==> src/rtl/stream_pattern_sender_if.sv <==
// NAP data-stream channel: payload, destination address and a
// valid/ready handshake, seen from the sender (tx) or receiver (rx).
interface t_DATA_STREAM #(
  parameter int DATA_WIDTH = 8,
  parameter int ADDR_WIDTH = 4
);
  logic [DATA_WIDTH-1:0] data;
  logic [ADDR_WIDTH-1:0] addr;
  logic                  valid;
  logic                  ready;

  modport tx (
    output data,
    output addr,
    output valid,
    input  ready
  );

  modport rx (
    input  data,
    input  addr,
    input  valid,
    output ready
  );
endinterface

==> src/rtl/stream_pattern_sender.sv <==
// Periodic pattern sender: emits a DATA_W-bit pattern over a NAP tx
// channel, cycling round-robin over NUM_DEST consecutive addresses.
module stream_pattern_sender #(
  parameter int DATA_W   = 8,
  parameter int NUM_DEST = 4,
  parameter int ADDR_W   = 4,
  parameter int PERIOD_W = 32
) (
  input  logic                clk,
  input  logic                resetn,
  input  logic                enable,
  input  logic [PERIOD_W-1:0] period,
  input  logic [1:0]          mode,
  input  logic [DATA_W-1:0]   seed,
  input  logic                load_seed,
  input  logic [ADDR_W-1:0]   dest_base,
  t_DATA_STREAM.tx            nap,
  output logic [31:0]         sent_count,
  output logic                busy
);

  localparam int IDX_W =
    (NUM_DEST > 1) ? $clog2(NUM_DEST) : 1;
  localparam logic [IDX_W-1:0] LAST_IDX =
    IDX_W'(NUM_DEST - 1);

  typedef enum logic [1:0] {
    IDLE,
    WAIT,
    SEND
  } state_t;

  state_t              state_q, state_d;
  logic [DATA_W-1:0]   pat_q, pat_d, pat_upd;
  logic [IDX_W-1:0]    idx_q, idx_d;
  logic [PERIOD_W-1:0] cnt_q, cnt_d;
  logic [DATA_W-1:0]   data_q, data_d;
  logic [ADDR_W-1:0]   addr_q, addr_d;
  logic                valid_q, valid_d;
  logic [31:0]         sent_q, sent_d;
  logic                busy_q;

  always_ff @(posedge clk) begin
    if (!resetn) begin
      state_q <= IDLE;
      pat_q   <= DATA_W'(1);
      idx_q   <= '0;
      cnt_q   <= '0;
      data_q  <= '0;
      addr_q  <= '0;
      valid_q <= 1'b0;
      sent_q  <= '0;
      busy_q  <= 1'b0;
    end else begin
      state_q <= state_d;
      pat_q   <= pat_d;
      idx_q   <= idx_d;
      cnt_q   <= cnt_d;
      data_q  <= data_d;
      addr_q  <= addr_d;
      valid_q <= valid_d;
      sent_q  <= sent_d;
      busy_q  <= (state_d != IDLE);
    end
  end

  always_comb begin
    pat_upd = pat_q;
    unique case (mode)
      2'd0: pat_upd = (pat_q << 1)
                    | (pat_q >> (DATA_W - 1));
      2'd1: pat_upd = (pat_q >> 1)
                    | (pat_q << (DATA_W - 1));
      2'd2: pat_upd = pat_q + 1'b1;
      default: pat_upd = pat_q;
    endcase
  end

  always_comb begin
    state_d = state_q;
    pat_d   = pat_q;
    idx_d   = idx_q;
    cnt_d   = cnt_q;
    data_d  = data_q;
    addr_d  = addr_q;
    valid_d = valid_q;
    sent_d  = sent_q;
    unique case (state_q)
      IDLE: begin
        if (enable) begin
          cnt_d   = period;
          state_d = WAIT;
        end
      end
      WAIT: begin
        if (!enable) begin
          state_d = IDLE;
        end else if (cnt_q != '0) begin
          cnt_d = cnt_q - 1'b1;
        end else begin
          data_d  = pat_q;
          addr_d  = dest_base + ADDR_W'(idx_q);
          valid_d = 1'b1;
          state_d = SEND;
        end
      end
      SEND: begin
        // valid stays up until accepted, even if enable drops
        if (nap.ready) begin
          valid_d = 1'b0;
          sent_d  = sent_q + 32'd1;
          pat_d   = pat_upd;
          idx_d   = (idx_q == LAST_IDX) ? '0
                  : idx_q + 1'b1;
          cnt_d   = period;
          state_d = enable ? WAIT : IDLE;
        end
      end
      default: state_d = IDLE;
    endcase
    if (load_seed) pat_d = seed;
  end

  always_comb begin
    nap.data = '0;
    nap.data[DATA_W-1:0] = data_q;
    nap.addr = '0;
    nap.addr[ADDR_W-1:0] = addr_q;
    nap.valid = valid_q;
  end

  assign sent_count = sent_q;
  assign busy       = busy_q;

endmodule

==> src/flat_wrapper.sv <==
// flat-port wrapper written by rule: the top's interface ports become plain ports
module stream_pattern_sender_flat 
#(
  parameter int DATA_W   = 8,
  parameter int NUM_DEST = 4,
  parameter int ADDR_W   = 4,
  parameter int PERIOD_W = 32
)
  (clk, resetn, enable, period, mode, seed, load_seed, dest_base, sent_count, busy, nap_data, nap_addr, nap_valid, nap_ready);
  t_DATA_STREAM #(.DATA_WIDTH(8), .ADDR_WIDTH(4)) nap_i ();
  input  logic clk;
  input  logic resetn;
  input  logic enable;
  input  logic [PERIOD_W-1:0] period;
  input  logic [1:0] mode;
  input  logic [DATA_W-1:0] seed;
  input  logic load_seed;
  input  logic [ADDR_W-1:0] dest_base;
  output logic [31:0] sent_count;
  output logic busy;
  output wire logic [$bits(nap_i.data)-1:0] nap_data;
  output wire logic [$bits(nap_i.addr)-1:0] nap_addr;
  output wire logic [$bits(nap_i.valid)-1:0] nap_valid;
  input wire logic [$bits(nap_i.ready)-1:0] nap_ready;
  assign nap_data = nap_i.data;
  assign nap_addr = nap_i.addr;
  assign nap_valid = nap_i.valid;
  assign nap_i.ready = nap_ready;
  stream_pattern_sender #(.DATA_W(DATA_W), .NUM_DEST(NUM_DEST), .ADDR_W(ADDR_W), .PERIOD_W(PERIOD_W)) u_core (.clk(clk), .resetn(resetn), .enable(enable), .period(period), .mode(mode), .seed(seed), .load_seed(load_seed), .dest_base(dest_base), .nap(nap_i), .sent_count(sent_count), .busy(busy));
endmodule
==> config.mk <==
export PLATFORM = sky130hd
export DESIGN_NAME = stream_pattern_sender_flat
export DESIGN_NICKNAME = d
export VERILOG_FILES = /design/src/rtl/stream_pattern_sender_if.sv /design/src/rtl/stream_pattern_sender.sv /design/src/flat_wrapper.sv
export SDC_FILE = /design/constraint.sdc
export NUM_CORES = 1
export LEC_CHECK = 0
export CORE_MARGIN = 3
export CORE_UTILIZATION = 40
export CTS_CLUSTER_DIAMETER = 100
export CTS_CLUSTER_SIZE = 8
export DETAILED_ROUTE_END_ITERATION = 10
export GPL_ROUTABILITY_DRIVEN = 1
export SLEW_MARGIN = 20
export SYNTH_ARGS = -nofsm -noshare
export SYNTH_HDL_FRONTEND = slang
export SYNTH_SLANG_ARGS = --single-unit
==> constraint.sdc <==
create_clock -name clk -period 5.4 [get_ports clk]
set_clock_uncertainty 0.2 [all_clocks]
set_input_delay 0.81 -clock clk [delete_from_list [all_inputs] [get_ports clk]]
set_output_delay 0.81 -clock clk [all_outputs]
set_load 0.01 [all_outputs]
== Word level (Yosys, flattened, before mapping) ==
Index checks and enable logic that the tools add are counted.
Word-level totals
  flip-flop bits (word level): 90
  bits of input ports: 51
  output and inout bits: 46
Operators by class
  add/subtract/negate cells: 5
  equal/unequal tests: 10
  multiplexer cells: 20
  bitwise gates (word level): 3
  reductions and logical operators: 14
Operator list (count)
  $mux 32: 4
  $pmux 32 s3: 1
  $add 32x1->32 const B: 1
  $reduce_bool 32->1: 1
  $sub 32x1->32 const B: 1
  $mux 8: 3
  $pmux 8 s3: 1
  $mux 2: 5
  $add 8x1->8 const B: 1
  $ne 2x2->1 const B: 4
  $or 7x8->8: 1
  $or 8x1->8: 1
  $reduce_bool 2->1: 4
  $eq 2x2->1 const B: 3
  $pmux 2 s3: 1
  $reduce_and 3->1: 2
  $reduce_and 5->1: 1
  $add 4x2->4: 1
  $eq 2x1->1 const B: 2
  $logic_not 2->1: 2
  $mux 1: 4
  $reduce_and 4->1: 1
  $reduce_bool 4->1: 1
  $reduce_bool 3->1: 1
  5 further kinds: 5

== Logic depth before layout (Yosys ltp) ==
Gate-level depths: netlist of run 1.
  depth in word-level cells: 5
  gate-level depth with buffers: 11
  mapped depth without buffers: 7

== Worst setup path before layout of run 1 ==
No wires, ideal clock.
  path kind: reg2reg
  from: register u_core.cnt_q[0]
  to: register u_core.data_q[6] (netlist: u_core.nap.data[6])
  arrival time: 2.606 ns
  setup slack: 2.467 ns
  stages on the path, launching flop included: 11
  buffers on the path: 3
  cell sequence: dfxtp_1 inv_1 ha_1 or4b_1 clkbuf_1 or3_1 clkbuf_1 nor4_4 buf_6 mux2i_1 nor2_1
Between the ends
  word-level cells in the longest chain between the ends: 3
RTL lines
  from (decl): line stream_pattern_sender.sv:36  | logic [PERIOD_W-1:0] cnt_q, cnt_d;
  from (signal assigned): line stream_pattern_sender.sv:58  | cnt_q <= cnt_d;
  $reduce_bool 32->1: line stream_pattern_sender.sv:98  | end else if (cnt_q != '0) begin
  $not 1->1 (no line)
  $reduce_and 3->1 (no line)
  to (signal assigned): line stream_pattern_sender.sv:59  | data_q <= data_d;
  to (decl): line stream_pattern_sender.sv:37  | logic [DATA_W-1:0] data_q, data_d;
No other way between the ends.
A chain may end at the register's enable or synchronous reset.

== Worst setup path in the final report of run 1 ==
  from: input port nap_ready
  to: register u_core.sent_q[31] (netlist: u_core.sent_count[31])
Between the ends
  word-level cells in the longest chain between the ends: 1
RTL lines
  from (decl): line flat_wrapper.sv:24  | input wire logic [$bits(nap_i.ready)-1:0] nap_ready;
  $reduce_and 2->1 (no line)
  to (signal assigned): line stream_pattern_sender.sv:62  | sent_q <= sent_d;
  to (decl): line stream_pattern_sender.sv:40  | logic [31:0] sent_q, sent_d;
No other way between the ends.

==> metrics.csv, run 1 <==
metric;value;unit
status;complete, no violations;
CP Cell Sequence;clkdlybuf4s50_1 -> nand3b_1 -> nor3_1 -> nand2_1 -> or4_1 -> a21oi_1;
via count;4922;
post-synth cell types;63;
Cell Area, Synth;5020;sq um
total gr overflow;0;
P_leak;0.00222;uW
vias in the first global route;4713;
worst reg2reg endpoint;u_core.cnt_q[6];
chip width;118;um
number of synthesized flops with an enable pin;0;
CTS Buf Count;9;
routability congestion estimate;0.824;
Inst Count DP;854;
Worst Reg2Reg Path Length in Cells;7;
DR pass1 iterations;5;
Max Fclk;295;MHz
drt drc;0;
Slew @ Worst Pin;0.944;ns
Hold Path Depth;2;
CTS tree;yes;
total setup buffers inserted after CTS;0;
unrepaired setup endpoints after global routing;no;
WHS;0.277;ns
min-delay src;u_core.cnt_q[22];
largest net degree at the start of global routing;70;
first-pass GRT wire length;23500;um
Finished Layout Cells;871;
Critical Path RT;5.48;ns
WP buf/inv;1;
commonest cells after routing, fill and taps aside;96 x clkdlybuf4s50_1, 90 x dfxtp_1, 85 x nor2_1;
Max Cap Viol;0;
Reg2Reg Setup Slack;2.01;ns
Area growth, synth to finish;27.3;%
FF+latch count, synth;90;
Clk Latency, worst-skew pair;0.35;ns
ant diodes;0;
Routed WL;14200;um
# setup viols final;0;
antenna violations before repair;0;
Routed WL per cell;16.3;um
Worst VDD drop;0.104;mV
WP data arrival;3.47;ns
warnings from Yosys;0;
final net count;759;
Hold WC Path Type;flip-flop to flip-flop;
type of origin of the critical path;input pin;
final hold violations;0;
critical path class;input pin to flip-flop;
initial core utilization;41.3;%
root buffer cell;clkbuf_16;
via/cell ratio;5.65;
critical path's largest stage delay;0.78;ns
H-tree depth;3;
Syn Nets;693;
Reg-to-Reg Start;u_core.cnt_q[0];
hold_buf cts;0;
Placed Area;6060;sq um
site row count;40;
share of layout cells above drive strength 1;5.55;%
I/O Buffers;96;
CTS Sinks;90;
CP max FO;12;
Die Ht;118;um
Slowest cell on crit path;nor3_1;
total track usage;20.2;%
Clock Path Buffers;2;
clock-pin slew on the worst setup and hold paths;0.06;ns
Post-Syn Area per Cell;7.95;sq um
P per Cell Area;258;nW/um^2
Syn Inst Count;632;
die footprint;13900;sq um
Design Area, Final;6390;sq um
Antenna Nets Post-Route;0;
post-CTS sizing;0;
fin crit period;3.39;ns
headroom to the max-slew limit;36.6;%
setup TNS;0;ns
Core Region;12200;sq um
DRT iter0 DRCs;286;
post-synthesis async set-or-reset flop share;0;%
post-synthesis sequential area ratio;35.9;%
Hold Crit Endpoint;u_core.cnt_q[22];
commonest non-fill, non-tap cell in the layout;clkdlybuf4s50_1;
Worst path top cell family by delay;simple AND/OR/NAND/NOR gates;
Final period util;62.8;%
Max Slew Vio Count;0;
Detail Placement HPWL;9540;um
I/O Pins;97;
critical path capture point type;flip-flop;
Post-synth top flop;dfxtp_1;
Total Power;1650;uW
==> kinds of logic (layout without fill, tap and decap cells) <==
kind of cell,count (synthesis),after routing,share of synthesized area (%)
buf+inv,63,134,5.01
compound gates,153,153,21.4
flops,90,90,35.9
xor+xnor,33,33,5.75
fa+ha+maj,10,10,2.64
mux,12,12,2.39
simple gates,271,271,26.9
==> report_power, final <==
part / switching [uW] / internal (uW) / total [uW]
combinational: 147 / 105 / 253
sequential: 26.6 / 686 / 713
clock: 266 / 417 / 683
total: 440 / 1210 / 1650
==> cell usage after synthesis, types with 3 or more instances <==
master | number | area share (%)
dfxtp_1 | 90 | 36
nor2_1 | 85 | 6.4
nand2_1 | 59 | 4.4
clkbuf_1 | 45 | 3.4
a21oi_1 | 32 | 3.2
nor3_1 | 30 | 3.0
o21ai_0 | 23 | 2.3
nand3_1 | 18 | 1.8
nand4_1 | 18 | 2.2
xnor2_1 | 18 | 3.1
o31ai_1 | 17 | 2.5
xor2_1 | 15 | 2.6
o311ai_0 | 14 | 2.4
inv_1 | 13 | 0.97
mux2i_1 | 12 | 2.4
a22oi_1 | 10 | 1.5
a211oi_1 | 9 | 1.3
and3_1 | 9 | 1.1
ha_1 | 9 | 2.2
nor4_1 | 9 | 1.1
or4_1 | 9 | 1.3
or3_1 | 7 | 0.87
o21a_1 | 6 | 0.90
and4_1 | 5 | 0.87
a211o_1 | 4 | 0.70
a31oi_1 | 4 | 0.50
a32o_1 | 3 | 0.60
buf_2 | 3 | 0.30
nand2b_1 | 3 | 0.37
nor2b_1 | 3 | 0.37
o22ai_1 | 3 | 0.37
o2bb2ai_1 | 3 | 0.52
o31a_1 | 3 | 0.52
o32ai_1 | 3 | 0.52
==> final cells by class <==
| cell class | instances | area, sq um |
|---|---|---|
| fillers | 1191 | 5770 |
| multi-input cells | 479 | 2980 |
| flip-flops and latches | 90 | 1800 |
| repair buffers | 105 | 1040 |
| clock buffers | 11 | 243 |
| well taps | 168 | 210 |
| clock inverters | 5 | 77.6 |
| inverters | 13 | 48.8 |
==> layer usage <==
metal  vias up  part of all wire [%]  GRT usage, %
li1       2443                     -             -
met1      2302                    47          27.5
met2       155                    45          31.4
met3        22                   5.6          4.42
met4         0                   1.9          7.11
met5         -                     0             0
==> flip-flops by register name, summed over array words and instances (netlist names) <==
register           cells
u_core.cnt_q          32
u_core.sent_count     32
u_core.nap.data        8
u_core.pat_q           8
u_core.nap.addr        4
u_core.idx_q           2
u_core.state_q         2
u_core.busy            1
u_core.nap.valid       1
==> worst min-delay path: stages (launching register included) <==
cell and delay (ns):
dfxtp_1 0.31, nand3_1 0.06, o2bb2ai_1 0.06
==> metrics by stage <==
stage / utilization, % / setup WS, ns
4_1_cts: 52.5 / 1.95
3_5_place_dp: 49.8 / 1.59
5_1_grt: 52.6 / 1.69
6_report: 52.6 / 2.01
3_3_place_gp: 49.8 / 1.65
2_1_floorplan: - / 2.47
==> how the worst max path moves through the flow <==
stage                          startpoint               endpoint  slack (ns)  depth (start not counted)
after detailed placement        nap_ready       u_core.cnt_q[14]        1.59                          5
final                           nap_ready  u_core.sent_count[31]        2.01                          6
after global placement          nap_ready        u_core.cnt_q[5]        1.65                          5
after floorplan           u_core.cnt_q[0]     u_core.nap.data[6]        2.47                         10
after global routing            nap_ready  u_core.sent_count[31]        1.69                          6
after CTS                       nap_ready        u_core.cnt_q[5]        1.95                          5
(Power assumes the default switching activity.)
==> run 2: changes to the inputs <==
--- a/config.mk
+++ b/config.mk
@@ -11,6 +11,7 @@
 export CTS_CLUSTER_SIZE = 8
 export DETAILED_ROUTE_END_ITERATION = 10
 export GPL_ROUTABILITY_DRIVEN = 1
+export PLACE_DENSITY = 0.67
 export SLEW_MARGIN = 20
 export SYNTH_ARGS = -nofsm -noshare
 export SYNTH_HDL_FRONTEND = slang
==> constraint.sdc (replaced) <==
create_clock -name clk -period 3 [get_ports clk]
set_clock_uncertainty 0.2 [all_clocks]
set_input_delay 0.45 -clock clk [delete_from_list [all_inputs] [get_ports clk]]
set_output_delay 0.45 -clock clk [all_outputs]
set_load 0.01 [all_outputs]
==> run 2 against run 1 <==
Effect of this change:
- design area up 2.8%
- hold slack better by 0.0051 ns
- first-iteration DRC count up 65%
- final cell count up 2.5%
- non-clock buffer count up 22
- global-route usage up 0.74 points
- die area unchanged
- total power up 75%
- critical path depth up 3
- core utilization up 1.5 points
- worst setup slack worse by 1.8 ns
- sequential cell count unchanged
- critical endpoint is now u_core.cnt_q[0]
==> metrics.csv, run 2 (same netlist as run 1, synthesis figures left out) <==
metric;value;unit
status;complete, no violations;
I/O Pins;97;
setup TNS;0;ns
critical path capture point type;flip-flop;
Final period util;94.5;%
critical path's largest stage delay;0.48;ns
critical path class;flip-flop to flip-flop;
CP Cell Sequence;inv_1 -> ha_1 -> or4b_1 -> or3_4 -> nor4_4 -> buf_4 -> buf_4 -> nor2_1 -> a221oi_2;
Core Region;12200;sq um
CP max FO;9;
Routed WL per cell;16.1;um
Die Ht;118;um
I/O Buffers;96;
WP data arrival;2.90;ns
Worst Reg2Reg Path Length in Cells;9;
Hold WC Path Type;flip-flop to flip-flop;
Total Power;2890;uW
area occupied by multi-input gates;2980;sq um
Sequential cell area;1800;sq um
worst reg2reg endpoint;u_core.cnt_q[0];
Inst Count DP;875;
first-pass GRT wire length;24500;um
P per Cell Area;440;nW/um^2
via count;5036;
Routed WL;14400;um
Reg2Reg Setup Slack;0.16;ns
WP buf/inv;3;
type of origin of the critical path;flip-flop;
Max Fclk;353;MHz
die footprint;13900;sq um
final core occ;54.1;%
fillers;1139;
clock-pin slew on the worst setup and hold paths;0.07;ns
largest net degree at the start of global routing;54;
antenna violations before repair;0;
hold_buf cts;0;
total track usage;20.9;%
fin crit period;2.84;ns
H-tree depth;3;
Slew @ Worst Pin;0.628;ns
Hold Path Depth;2;
P_leak;0.00233;uW
DR pass1 iterations;7;
Max Cap Viol;0;
Slowest cell on crit path;or4b_1;
final net count;781;
Clk Latency, worst-skew pair;0.35;ns
CTS Sinks;90;
Hold Crit Endpoint;u_core.cnt_q[28];
routability congestion estimate;0.871;
DP Worst Slack;0.233;ns
CTS Buf Count;9;
CP most frequent cell;buf_4;
Antenna Nets Post-Route;0;
DRT iter0 DRCs;472;
Critical Path RT;3.06;ns
min-delay src;u_core.cnt_q[28];
total gr overflow;0;
Clock Path Buffers;2;
site row count;40;
commonest cells after routing, fill and taps aside;96 x clkdlybuf4s50_1, 90 x dfxtp_1, 85 x nor2_1;
Detail Placement HPWL;10200;um
share of layout cells above drive strength 1;8.55;%
unrepaired setup endpoints after global routing;no;
CTS tree;yes;
commonest non-fill, non-tap cell in the layout;clkdlybuf4s50_1;
Worst path top cell family by delay;simple AND/OR/NAND/NOR gates;
via/cell ratio;5.64;
Worst VDD drop;0.231;mV
worst setup margin;0.164;ns
root buffer cell;clkbuf_16;
Reg-to-Reg Start;u_core.cnt_q[0];
headroom to the max-slew limit;58.2;%
ant diodes;0;
Finished Layout Cells;893;
Area growth, synth to finish;30.9;%
initial core utilization;41.3;%
chip width;118;um
drt drc;0;
Max Slew Vio Count;0;
final hold violations;0;
vias in the first global route;4905;
# setup viols final;0;
run 2: cell count changes in the layout (fill, tap and decap cells not counted):
cell,change
or3_4,+1
buf_8,-1
bufinv_16,-1
buf_12,+4
or3_1,-1
clkbuf_8,-1
clkinv_2,+2
buf_4,+19
run 2: power by group:
group / switching, uW / leakage (uW) / internal (uW) / total (uW)
logic: 274 / 0.00145 / 213 / 487
registers: 47.6 / 0.000733 / 1240 / 1280
clock network: 480 / 0.000142 / 640 / 1120
total: 801 / 0.00233 / 2090 / 2890
run 2: area by class of cell:
| cell class | instances | share of cell area, % |
|---|---|---|
| Clock buffer | 10 | 3.48 |
| Clock inverter | 6 | 0.876 |
| Inverter | 13 | 0.742 |
| Multi-Input combinational cell | 479 | 45.4 |
| Sequential cell | 90 | 27.4 |
| Tap cell | 168 | 3.20 |
| Timing Repair Buffer | 127 | 18.9 |
run 2: worst max-delay path by stage:
stage          cells after the start                    end             from
4_1_cts                            8        u_core.cnt_q[0]  u_core.cnt_q[0]
2_1_floorplan                     10     u_core.nap.data[6]  u_core.cnt_q[0]
5_1_grt                            9        u_core.cnt_q[0]  u_core.cnt_q[0]
3_3_place_gp                       7  u_core.sent_count[31]        nap_ready
6_report                           9        u_core.cnt_q[0]  u_core.cnt_q[0]
3_5_place_dp                       8        u_core.cnt_q[0]  u_core.cnt_q[0]
run 2: stage by stage:
step	instance area [sq um]	hold slack [ns]
floorplan	5020	0.243
global placement	6270	0.259
detailed placement	6270	0.274
CTS	6550	0.280
global route	6570	0.292
finish	6570	0.282
run 2: tightest hold or removal path, cell delays in order (launching register included):
cell,delay (ns)
dfxtp_1,0.31
nand2_1,0.05
o22ai_1,0.07
run 2: per-layer routing:
metal  vias to the layer above  GRT usage (%)  wire length [um]
met3                        11           5.38               889
met5                         -              0                 0
met1                      2363           28.8              6820
met4                         0           5.64               108
li1                       2491              -                 -
met2                       171           32.5              6540
run 2: timing repair:
action | in CTS | in global routing
endpoints found under the setup margin | 0 | 1
gates resized for setup | 0 | 1
setup buffers | 0 | 2
